$ cat src/rtl/reg_dump_tx.sv
// Register-file streamer: on start, emits one frame of PC followed by x0..x31
// on a valid/ready stream, reading the register file through a debug port.
module reg_dump_tx #(
    parameter int NUM_REGS   = 32,
    parameter int ADDR_WIDTH = 5,
    parameter int DATA_WIDTH = 32
) (
    input  logic                  clk,
    input  logic                  rst,
    input  logic                  start,
    input  logic [DATA_WIDTH-1:0] pc,
    output logic [ADDR_WIDTH-1:0] dbg_addr,
    input  logic [DATA_WIDTH-1:0] dbg_data,
    output logic [DATA_WIDTH-1:0] out_data,
    output logic                  out_valid,
    input  logic                  out_ready,
    output logic                  out_last,
    output logic [5:0]            out_index,
    output logic                  busy,
    output logic                  done,
    output logic [15:0]           frame_count
);

    typedef enum logic {
        IDLE   = 1'b0,
        STREAM = 1'b1
    } state_t;

    localparam logic [5:0] LAST_IDX = 6'(NUM_REGS);

    state_t                state_q;
    logic [DATA_WIDTH-1:0] out_data_q;
    logic [5:0]            out_index_q;
    logic                  out_valid_q;
    logic                  out_last_q;
    logic                  done_q;
    logic [15:0]           frame_count_q;

    logic [5:0]            out_index_d;
    logic [15:0]           frame_count_d;
    logic                  beat_xfer;

    assign out_index_d   = out_index_q + 6'd1;
    assign frame_count_d = frame_count_q + 16'd1;
    assign beat_xfer     = out_valid_q && out_ready;

    // The read address tracks the register feeding the next beat, so the
    // combinational read data is ready to be loaded on the current transfer.
    assign dbg_addr = (state_q == STREAM) ? out_index_q[ADDR_WIDTH-1:0] : '0;

    // NOTE: all state is updated with non-blocking assignments so every
    // register samples the pre-edge values of its neighbours.
    always_ff @(posedge clk or negedge rst) begin
        if (!rst) begin
            state_q       <= IDLE;
            out_data_q    <= '0;
            out_index_q   <= '0;
            out_valid_q   <= 1'b0;
            out_last_q    <= 1'b0;
            done_q        <= 1'b0;
            frame_count_q <= '0;
        end else begin
            done_q <= 1'b0;
            case (state_q)
                IDLE: begin
                    if (start) begin
                        out_data_q  <= pc;
                        out_index_q <= '0;
                        out_valid_q <= 1'b1;
                        out_last_q  <= 1'b0;
                        state_q     <= STREAM;
                    end
                end
                STREAM: begin
                    if (beat_xfer) begin
                        if (out_index_q == LAST_IDX) begin
                            out_valid_q   <= 1'b0;
                            out_last_q    <= 1'b0;
                            out_index_q   <= '0;
                            done_q        <= 1'b1;
                            frame_count_q <= frame_count_d;
                            state_q       <= IDLE;
                        end else begin
                            out_data_q  <= dbg_data;
                            out_index_q <= out_index_d;
                            out_last_q  <= (out_index_d == LAST_IDX);
                        end
                    end
                end
                default: state_q <= IDLE;
            endcase
        end
    end

    assign out_data    = out_data_q;
    assign out_index   = out_index_q;
    assign out_valid   = out_valid_q;
    assign out_last    = out_last_q;
    assign busy        = (state_q == STREAM);
    assign done        = done_q;
    assign frame_count = frame_count_q;

endmodule

$ cat config.mk
export PLATFORM = sky130hd
export DESIGN_NAME = reg_dump_tx
export DESIGN_NICKNAME = d
export VERILOG_FILES = /design/src/rtl/reg_dump_tx.sv
export SDC_FILE = /design/constraint.sdc
export NUM_CORES = 1
export LEC_CHECK = 0
export CORE_ASPECT_RATIO = 2
export CORE_MARGIN = 2
export CORE_UTILIZATION = 46
export CTS_CLUSTER_DIAMETER = 80
export CTS_CLUSTER_SIZE = 25
export DETAILED_ROUTE_END_ITERATION = 6
export PLACE_DENSITY = 0.86
export SLEW_MARGIN = 20
export SYNTH_ARGS = -nofsm -noshare
export SYNTH_HDL_FRONTEND = slang
export SYNTH_SLANG_ARGS = --single-unit
$ cat constraint.sdc
create_clock -name clk -period 5.55 [get_ports clk]
set_clock_uncertainty 0.1 [all_clocks]
set_input_delay 0.555 -clock clk [delete_from_list [all_inputs] [get_ports clk]]
set_output_delay 0.555 -clock clk [all_outputs]
set_load 0.05 [all_outputs]
Yosys cells after proc, flatten, opt, wreduce, memory -nomap -nowiden
Index checks and enable logic that the tools add are counted.
{ "totals": {"ff_bits": 58, "inputBits": 68, "elab_cells": 45} }
{ "classes": {"add_sub_neg": 2, "eq_ne": 6, "mux": 24, "bitwise": 1, "reduce_logical": 5} }
{ "op_table": {"columns": ["op", "count"], "rows": [
  ["$mux 32", 3],
  ["$pmux 32 s2", 1],
  ["$mux 6", 3],
  ["$add 16x1->16 const B", 1],
  ["$eq 6x6->1 const B", 2],
  ["$mux 1", 12],
  ["$pmux 6 s2", 1],
  ["$reduce_and 3->1", 3],
  ["$add 6x1->6 const B", 1],
  ["$pmux 1 s2", 3],
  ["$mux 5", 1],
  ["$ne 2x1->1 const B", 2],
  ["$ne 2x2->1 const B", 2],
  ["$reduce_and 2->1", 1],
  ["$logic_and 1x1->1", 1],
  ["$not 1->1", 1]
]} }

Logic depth before layout (Yosys ltp)
Gate-level depths: netlist of run 1.
{ "depth": {"depth_word": 5, "mapped_depth": 7, "ltp_nobuf": 6} }

Least setup slack after synthesis of run 1
No wires, ideal clock.
{ "synth_path": {"kind": "flip-flop to output port", "from": "reg state_q, in the netlist busy", "to": "out dbg_addr[1]", "arrival_ns": 1.571, "slack_ns": 3.324, "stages_incl_launch_ff": 4, "n_path_buf": 2, "cell_sequence": "dfrtp_1 > buf_2 > clkbuf_1 > and2_1"} }
{ "synth_between": {"elab_chain_len": 1} }
{ "synth_lines": {"columns": ["item", "line", "text"], "rows": [
  ["from (decl)", "31", "state_t state_q;"],
  ["from (signal assigned)", "55", "state_q <= IDLE;"],
  ["from (signal assigned)", "71", "state_q <= STREAM;"],
  ["from (signal assigned)", "82", "state_q <= IDLE;"],
  ["$mux 5", "49", "assign dbg_addr = (state_q == STREAM) ? out_index_q[ADDR_WIDTH-1:0] : '0;"],
  ["to (decl)", "12", "output logic [ADDR_WIDTH-1:0] dbg_addr,"]
]} }
Every way passes these cells.

Worst setup path in the final report of run 1
{ "layout_path": {"from": "reg out_index_q[2], in the netlist out_index[2]", "to": "out dbg_addr[2]"} }
{ "layout_between": {"elab_chain_len": 1} }
{ "layout_lines": {"columns": ["item", "line", "text"], "rows": [
  ["from (decl)", "33", "logic [5:0] out_index_q;"],
  ["from (signal assigned)", "85", "out_index_q <= out_index_d;"],
  ["$mux 5", "49", null]
]} }
Every way passes these cells.

==> results.json, run 1 <==
{
  "ys_top_cells_by_area": "dfrtp_1 48%, mux2_4 15%, mux2_2 13%",
  "ant_nets": 0,
  "arrival_ns": 1.90,
  "path_cells": "and2_1 -> clkdlybuf4s50_1",
  "async_reset_ff_frac": 1.000,
  "ir_worst_vdd_mv": 0.2853,
  "antenna_found_initial": 0,
  "clkLatencyLatePin_ns": 0.32,
  "ys.flop_type": "dfrtp_1",
  "critPathTopFamily": "buffers and inverters",
  "critPathMaxStageDelay_ns": 0.79,
  "root_buffer": "clkbuf_16",
  "drt-initial-drc-count": 158,
  "dpl_cell_area_um2": 4375,
  "worstMarginPinSlew_ns": 0.7342,
  "postCtsSetupBuffers": 0,
  "coreArea_um2": 6361,
  "synth_cells": 227,
  "rsz0062_at_grt": "false",
  "setup_tns_ns": 0,
  "relSlewSlack": 0.5105,
  "syn_avg_cell_area_um2": 13.39,
  "synth_top_family_by_area": "multiplexers",
  "wl_per_cell_um": 17.87,
  "synthAdderAreaFrac": 0.01647,
  "setup_viol": 0,
  "outcome": "complete, no violations",
  "power.density_nw_per_um2": 489.6,
  "syn_area_um2": 3039,
  "period_needed_ns": 2.557,
  "yosysTopAreaCell": "dfrtp_1",
  "fin_crit_sh": 0.4606,
  "slew_viol_final": 0,
  "endpoint_kind": "primary output",
  "dpl.hpwl_um": 5727,
  "groute.usage.overall": 0.2363,
  "die_w_um": 61.48,
  "drc": 0,
  "yosysWarnings": 0,
  "grt_remaining_overflow": 0,
  "clk_pin_slew_ns": 0.05,
  "boundaryPins": 131,
  "critical_path_class": "reg -> out",
  "placementRows": 41,
  "synth_edf_count": 0,
  "start_util": 0.4778,
  "fill_cells": 462,
  "cts_htree_levels": 3,
  "multi_input_area_um2": 1494,
  "cts.sinks": 58,
  "max_freq_mhz": 391.2,
  "setup.worst_path.start_class": "flip-flop",
  "hp-class": "in -> async",
  "port_buffers": 130,
  "antenna_cells": 0,
  "cap_violations": 0,
  "regArea_um2": 1451,
  "fin_cells": 449,
  "layout_common_cells": "129 x clkdlybuf4s50_1, 58 x dfrtp_1, 35 x mux2_2, 30 x mux2_4, 14 x xnor2_1",
  "crit_buf_inv": 1,
  "layout_commonest_cell": "clkdlybuf4s50_1",
  "syn2layout_area_growth_pct": 54.06,
  "grt_first_pass_wirelength_um": 12530,
  "crit_required_ns": 4.89,
  "power.leakage_nw": 2.031,
  "cts-buffers-inserted": 9,
  "grt_pass1_vias": 2470,
  "dr_total_vias": 2358,
  "first_pass_iters": 4,
  "die_h_um": 119.0,
  "crit_path_max_fanout": 12,
  "die_area_um2": 7312,
  "grt_max_degree": 59,
  "dp_cells": 433,
  "fin_nets": 430,
  "postCtsResizedCells": 0,
  "yosysUniqueCellTypes": 35,
  "synthMuxAreaShare": 0.2779,
  "critPathSlowestCell": "clkdlybuf4s50_1",
  "cts_hold_buf": 0,
  "synth_top_area_frac": 0.4776,
  "clk_path_buf_depth": 2,
  "syn_nets": 299,
  "synth-compound-area-share": 0.03252,
  "drive_above_1_share": 0.2452,
  "finalWirelength_um": 8023,
  "synth-seq-area-share": 0.4776,
  "synthSimpleGateAreaFrac": 0.1099,
  "finalHoldViolations": 0,
  "gp_congestion": 0.8870,
  "cts_tree": "built",
  "yosys_register_bits": 58,
  "via_per_inst": 5.252,
  "synthXorXnorAreaFrac": 0.05476,
  "fin_area_um2": 4682
}
sequential cells by signal, indices dropped and copies added, names as in the netlist:
| register | count |
|---|---|
| out_last | 1 |
| frame_count | 16 |
| out_valid | 1 |
| done | 1 |
| out_data | 32 |
| out_index | 6 |
| busy | 1 |
Yosys cell counts, types with 5 or more instances:
library cell / number
xor2_1: 5
and2_1: 6
xnor2_1: 14
nand3_1: 10
mux2_2: 35
nand2_1: 8
dfrtp_1: 58
nor2_1: 6
mux2_4: 30
and3_1: 6
final cells by class:
type,count,share of cell area
tap,86,0.02298
inverter,3,0.002405
sequential,58,0.3100
timing repair buffer,132,0.2801
clock inverter,4,0.01069
clock buffer,12,0.05478
multi-input combinational,154,0.3191
path summary, 6_finish.rpt:
path	start	endpoint	slack [ns]	cells after the start
max	out_index[2]	dbg_addr[2]	2.99	2
min	rst	frame_count[10]	0.27	2
max reg2reg	busy	out_data[24]	3.30	4
min reg2reg	frame_count[13]	frame_count[13]	0.39	1
max in group asynchronous	rst	out_index[1]	4.59	2
min in group clk	frame_count[13]	frame_count[13]	0.39	1
report_power, final:
group	internal (mW)	switching [mW]	leakage (nW)	total [mW]
clock network	0.371	0.187	0.145	0.558
registers	0.528	0.113	0.718	0.640
logic	0.452	0.642	1.17	1.09
through the flow:
step	worst slack, ns	utilization	hold WS, ns	power [mW]
finish	2.993	0.7360	0.2732	2.292
global route	2.935	0.7360	0.3289	2.388
CTS	2.994	0.7360	0.3001	2.307
detailed placement	3.020	0.6878	0.3719	1.739
global placement	3.053	0.6878	0.3631	1.717
floorplan	3.324	-	0.1594	1.382
logic make-up after synthesis:
| logic type | count (synthesis) |
|---|---|
| buf+inv | 15 |
| flops | 58 |
| mux | 65 |
| xor+xnor | 19 |
| simple gates | 53 |
| fa+ha+maj | 4 |
| compound gates | 13 |
routing by layer:
metal  up-vias  part of all wire  global-route usage
met1      1163              0.35              0.2534
met4         0             0.040              0.1263
li1       1067                 -                   -
met3        24             0.049             0.05212
met5         -                 0                   0
met2       104              0.56              0.4069
Power figures use the tool's default switching activity.
==> run 2: changes to the inputs <==
--- a/config.mk
+++ b/config.mk
@@ -7,11 +7,11 @@
 export LEC_CHECK = 0
 export CORE_ASPECT_RATIO = 2
 export CORE_MARGIN = 2
-export CORE_UTILIZATION = 46
+export CORE_UTILIZATION = 38
 export CTS_CLUSTER_DIAMETER = 80
 export CTS_CLUSTER_SIZE = 25
 export DETAILED_ROUTE_END_ITERATION = 6
-export PLACE_DENSITY = 0.86
+export PLACE_DENSITY = 0.76
 export SLEW_MARGIN = 20
 export SYNTH_ARGS = -nofsm -noshare
 export SYNTH_HDL_FRONTEND = slang
==> constraint.sdc (replaced) <==
create_clock -name clk -period 2.3 [get_ports clk]
set_clock_uncertainty 0.1 [all_clocks]
set_input_delay 0.23 -clock clk [delete_from_list [all_inputs] [get_ports clk]]
set_output_delay 0.23 -clock clk [all_outputs]
set_load 0.05 [all_outputs]
==> run 2 against run 1 <==
Effect of this change: critical path depth is 1 lower; hold slack better by 0.10 ns; cell area is 1.5% higher.
==> results.json, run 2 (synthesis results as in run 1) <==
{
  "outcome": "complete, no violations",
  "fill_cells": 651,
  "endpoint_kind": "primary output",
  "gp_congestion": 0.8471,
  "clk_path_buf_depth": 2,
  "grt_pass1_vias": 2418,
  "met1_length_um": 2861,
  "finalWirelength_um": 7044,
  "ant_nets": 0,
  "route.met2.wl_um": 3427,
  "drive_above_1_share": 0.2590,
  "grt_first_pass_wirelength_um": 11550,
  "finalHoldViolations": 0,
  "fin_area_um2": 4752,
  "layout_common_cells": "123 x clkdlybuf4s50_1, 58 x dfrtp_1, 35 x mux2_2, 30 x mux2_4, 14 x xnor2_1",
  "critical_path_class": "reg -> out",
  "worstMarginPinSlew_ns": 0.7185,
  "clkLatencyLatePin_ns": 0.32,
  "placementRows": 46,
  "fin_crit_sh": 0.9332,
  "groute.usage.overall": 0.1743,
  "route.met3.wl_um": 639,
  "die_h_um": 130.5,
  "crit_path_max_fanout": 12,
  "largest_register_ffs": 32,
  "period_needed_ns": 2.146,
  "postCtsSetupBuffers": 0,
  "cts_tree": "built",
  "root_buffer": "clkbuf_16",
  "drc": 0,
  "die_w_um": 67.24,
  "layout_commonest_cell": "clkdlybuf4s50_1",
  "regArea_um2": 1451,
  "start_util": 0.3883,
  "via_per_inst": 5.015,
  "antenna_cells": 0,
  "die_area_um2": 8772,
  "grt_remaining_overflow": 0,
  "grt_max_degree": 59,
  "rsz0062_at_grt": "false",
  "setup_ws_ns": 0.1538,
  "setup_tns_ns": 0,
  "cts_htree_levels": 3,
  "boundaryPins": 131,
  "critPathTopFamily": "buffers and inverters",
  "max_freq_mhz": 465.9,
  "setup.worst_path.start_class": "flip-flop",
  "cts.sinks": 58,
  "preCtsSetupSlack_ns": 0.2542,
  "multi_input_area_um2": 1494,
  "highest_layer": "met4",
  "syn2layout_area_growth_pct": 56.36,
  "arrival_ns": 1.82,
  "dpl_cell_area_um2": 4468,
  "power.leakage_nw": 2.070,
  "finish.utilization": 0.6071,
  "path_cells": "clkdlybuf4s50_1",
  "fin_nets": 432,
  "dpl.hpwl_um": 5157,
  "port_buffers": 130,
  "critPathMaxStageDelay_ns": 0.89,
  "relSlewSlack": 0.5210,
  "ir_worst_vdd_mv": 0.6508,
  "first_pass_iters": 4,
  "setup_viol": 0,
  "cts_hold_buf": 1,
  "cts-buffers-inserted": 9,
  "hold_ws_ns": 0.3741,
  "drt-initial-drc-count": 133,
  "crit_required_ns": 1.97,
  "coreArea_um2": 7828,
  "slew_viol_final": 0,
  "dr_total_vias": 2302,
  "antenna_found_initial": 0,
  "crit_buf_inv": 1,
  "power.density_nw_per_um2": 1162,
  "postCtsResizedCells": 0,
  "hp-class": "reg -> reg",
  "clk_pin_slew_ns": 0.05,
  "cap_violations": 0,
  "critPathSlowestCell": "clkdlybuf4s50_1",
  "wl_per_cell_um": 15.35
}
## run 2: changes by cell type in the layout (fill, tap and decap cells not counted), sizes merged
cell           before  now
buf                 3   10
clkbuf             12   10
clkdlybuf4s50     129  123
clkinv              1    3
clkinvlp            2    0
dlygate4sd3         0    1
## run 2: final timing paths
check,slack (ns),cells after the start,from,end
max,0.15,1,out_index[2],out_index[2]
min,0.37,1,frame_count[15],frame_count[15]
max reg2reg,0.29,7,out_index[0],out_data[15]
min reg2reg,0.37,1,frame_count[15],frame_count[15]
max in group asynchronous,1.13,3,rst,frame_count[15]
min in group asynchronous,0.47,3,rst,out_index[1]
## run 2: worst reg2reg max path, stage by stage, from the launching register on
cell and delay, ns:
dfrtp_1 0.49, inv_1 0.10, ha_1 0.21, nand4bb_4 0.15, o21ai_4 0.23, nand2_4 0.08
buf_12 0.20, mux2_4 0.33
## run 2: cell type report
class / count / area share
Multi-Input combinational cell: 154 / 0.3144
Sequential cell: 58 / 0.3054
Timing Repair Buffer: 134 / 0.2949
Clock buffer: 10 / 0.04818
Tap cell: 96 / 0.02528
Clock inverter: 4 / 0.009479
Inverter: 3 / 0.002370
## run 2: per-stage QoR
stage                     total power, mW  std cells
after floorplan                     3.335        227
after global placement              4.265        444
after detailed placement            4.306        444
after CTS                           5.579        459
after global routing                5.782        459
final                               5.523        459
## run 2: where the power goes
group	leakage, nW	internal [mW]	switching, mW
clock network	0.138	0.817	0.417
registers	0.718	1.27	0.272
logic	1.21	1.20	1.55
## run 2: layer usage
layer	up-vias	GRT usage
li1	1074	-
met1	1107	0.2188
met2	112	0.2755
met3	9	0.06164
met4	0	0.06122
met5	-	0
==> run 3: changes to the inputs <==
--- a/config.mk
+++ b/config.mk
@@ -5,13 +5,14 @@
 export SDC_FILE = /design/constraint.sdc
 export NUM_CORES = 1
 export LEC_CHECK = 0
+export ABC_AREA = 1
 export CORE_ASPECT_RATIO = 2
 export CORE_MARGIN = 2
-export CORE_UTILIZATION = 38
+export CORE_UTILIZATION = 39
 export CTS_CLUSTER_DIAMETER = 80
 export CTS_CLUSTER_SIZE = 25
 export DETAILED_ROUTE_END_ITERATION = 6
-export PLACE_DENSITY = 0.76
+export PLACE_DENSITY = 0.78
 export SLEW_MARGIN = 20
 export SYNTH_ARGS = -nofsm -noshare
 export SYNTH_HDL_FRONTEND = slang
==> run 3 against run 2 <==
Effect of this change: hold slack got worse by 0.0010 ns; utilization rose by 1.5 points; setup slack improved by 0.11 ns; sequential power grew 3%; wire length is 19% higher; critical path type unchanged; register-to-register slack gained 0.23 ns; flip-flop and latch count is the same; die area is 1.6% lower; global-route usage up 2.6 points.
==> results.json, run 3 <==
{
  "outcome": "complete, no violations",
  "ys.flop_type": "dfrtp_1",
  "synth_common_cells": "100 x nand2_1, 58 x dfrtp_1, 32 x mux2i_1",
  "rsz0062_at_grt": "false",
  "relSlewSlack": 0.5646,
  "slew_viol_final": 0,
  "antenna_found_initial": 0,
  "setup.worst_path.start_class": "flip-flop",
  "syn_avg_cell_area_um2": 9.209,
  "syn_area_um2": 3067,
  "critical_path_class": "reg -> out",
  "crit_path_max_fanout": 36,
  "synth-seq-area-share": 0.4733,
  "crit_required_ns": 1.97,
  "worstMarginPinSlew_ns": 0.6530,
  "power.leakage_nw": 2.360,
  "first_pass_iters": 4,
  "hp-class": "in -> async",
  "fin_area_um2": 4731,
  "groute.usage.overall": 0.1999,
  "syn_nets": 405,
  "layout_commonest_cell": "clkdlybuf4s50_1",
  "grt_first_pass_wirelength_um": 12770,
  "clk_path_buf_depth": 2,
  "dpl.hpwl_um": 6304,
  "r2r_slack_ns": 0.52,
  "antenna_cells": 0,
  "gp_congestion": 0.8302,
  "synth_top_area_frac": 0.4733,
  "grt_max_degree": 65,
  "cts.sinks": 58,
  "dp_cells": 548,
  "root_buffer": "clkbuf_16",
  "drt-initial-drc-count": 139,
  "synth_cells": 333,
  "clkLatencyLatePin_ns": 0.32,
  "endpoint_kind": "primary output",
  "drc": 0,
  "die_w_um": 66.70,
  "multi_input_area_um2": 1403,
  "hold_ws_ns": 0.3731,
  "placementRows": 45,
  "fin_cells": 565,
  "yosys_register_bits": 58,
  "cts_htree_levels": 3,
  "async_reset_ff_frac": 1.000,
  "largest_register_ffs": 32,
  "start_util": 0.4035,
  "ant_nets": 0,
  "ys_top_cells_by_area": "dfrtp_1 47%, nand2_1 12%, mux2i_1 10%",
  "wl_per_cell_um": 14.78,
  "clk_pin_slew_ns": 0.05,
  "syn2layout_area_growth_pct": 54.26,
  "via_per_inst": 4.850,
  "synth.most_common_cell": "nand2_1",
  "dpl_cell_area_um2": 4405,
  "postCtsSetupBuffers": 0,
  "arrival_ns": 1.70,
  "yosysUniqueCellTypes": 29,
  "fin_crit_sh": 0.8833,
  "finalWirelength_um": 8353,
  "die_h_um": 129.4,
  "dr_total_vias": 2740,
  "layout_common_cells": "124 x clkdlybuf4s50_1, 100 x nand2_1, 57 x dfrtp_1, 32 x mux2i_1, 27 x o21ai_1",
  "period_needed_ns": 2.032,
  "die_area_um2": 8631,
  "port_buffers": 130,
  "fill_cells": 649,
  "grt_remaining_overflow": 0,
  "setup_viol": 0,
  "finalHoldViolations": 0,
  "cts-buffers-inserted": 9,
  "max_freq_mhz": 492.2,
  "ir_worst_vdd_mv": 0.5514,
  "coreArea_um2": 7601,
  "power.density_nw_per_um2": 1265,
  "boundaryPins": 131,
  "fin_nets": 538,
  "drive_above_1_share": 0.1125,
  "synth_edf_count": 0,
  "cts_tree": "built",
  "cap_violations": 0,
  "grt_pass1_vias": 2769,
  "regArea_um2": 1453,
  "yosysWarnings": 0,
  "setup_tns_ns": 0,
  "yosysTopAreaCell": "dfrtp_1"
}
run 3: metrics by stage:
step	power, mW	worst slack (ns)	utilization
final	5.985	0.2685	0.6224
after global routing	6.288	0.1159	0.6224
after CTS	6.054	0.2350	0.6224
after detailed placement	4.650	0.4223	0.5796
after global placement	4.593	0.4591	0.5796
after floorplan	3.622	0.4383	-
run 3: where the power goes:
| group | leakage, nW | switching (mW) | total, mW | internal, mW |
|---|---|---|---|---|
| logic | 1.46 | 2.01 | 3.02 | 1.00 |
| registers | 0.740 | 0.241 | 1.60 | 1.36 |
| clock network | 0.159 | 0.447 | 1.37 | 0.923 |
| total | 2.36 | 2.70 | 5.99 | 3.29 |
run 3: timing repair:
item                      CTS  global route
hold endpoints to repair   26             0
hold buffers                1             0
resized for setup           0             0
run 3: cells by family after synthesis:
group           Yosys count  synth area share
xor+xnor                  7           0.01999
compound gates           41           0.07466
simple gates            152            0.2419
fa+ha+maj                 4           0.01632
buf+inv                  39           0.06936
mux                      32            0.1044
flops                    58            0.4733
run 3: worst max-delay path: stages (launching register included):
cell     delay (ns)
dfrtp_2        0.47
buf_4          0.52
nand2_1        0.10
inv_1          0.08
buf_4          0.19
run 3: layout make-up:
type                            instances  area share
Clock inverter                          4     0.01031
Sequential cell                        58      0.3071
Multi-Input combinational cell        236      0.2965
Inverter                               27     0.02142
Tap cell                               94     0.02486
Clock buffer                           12     0.05633
Timing Repair Buffer                  134      0.2835
run 3: final timing paths:
kind                       cells after the start         endpoint    startpoint
max                                            4      dbg_addr[1]          busy
min                                            2     out_data[27]           rst
max reg2reg                                    9  frame_count[12]  out_index[0]
min reg2reg                                    2      out_data[3]   out_data[3]
max in group asynchronous                      3     out_data[15]           rst
min in group clk                               2      out_data[3]   out_data[3]
run 3: routing by layer:
| metal | part of all wire | global-route usage | vias to the layer above | routed length [um] |
|---|---|---|---|---|
| met5 | 0 | 0 | - | 0 |
| met4 | 0.029 | 0.09364 | 0 | 239 |
| met3 | 0.064 | 0.05556 | 16 | 532 |
| met2 | 0.57 | 0.3776 | 113 | 4726 |
| met1 | 0.34 | 0.1913 | 1257 | 2855 |
| li1 | - | - | 1354 | - |
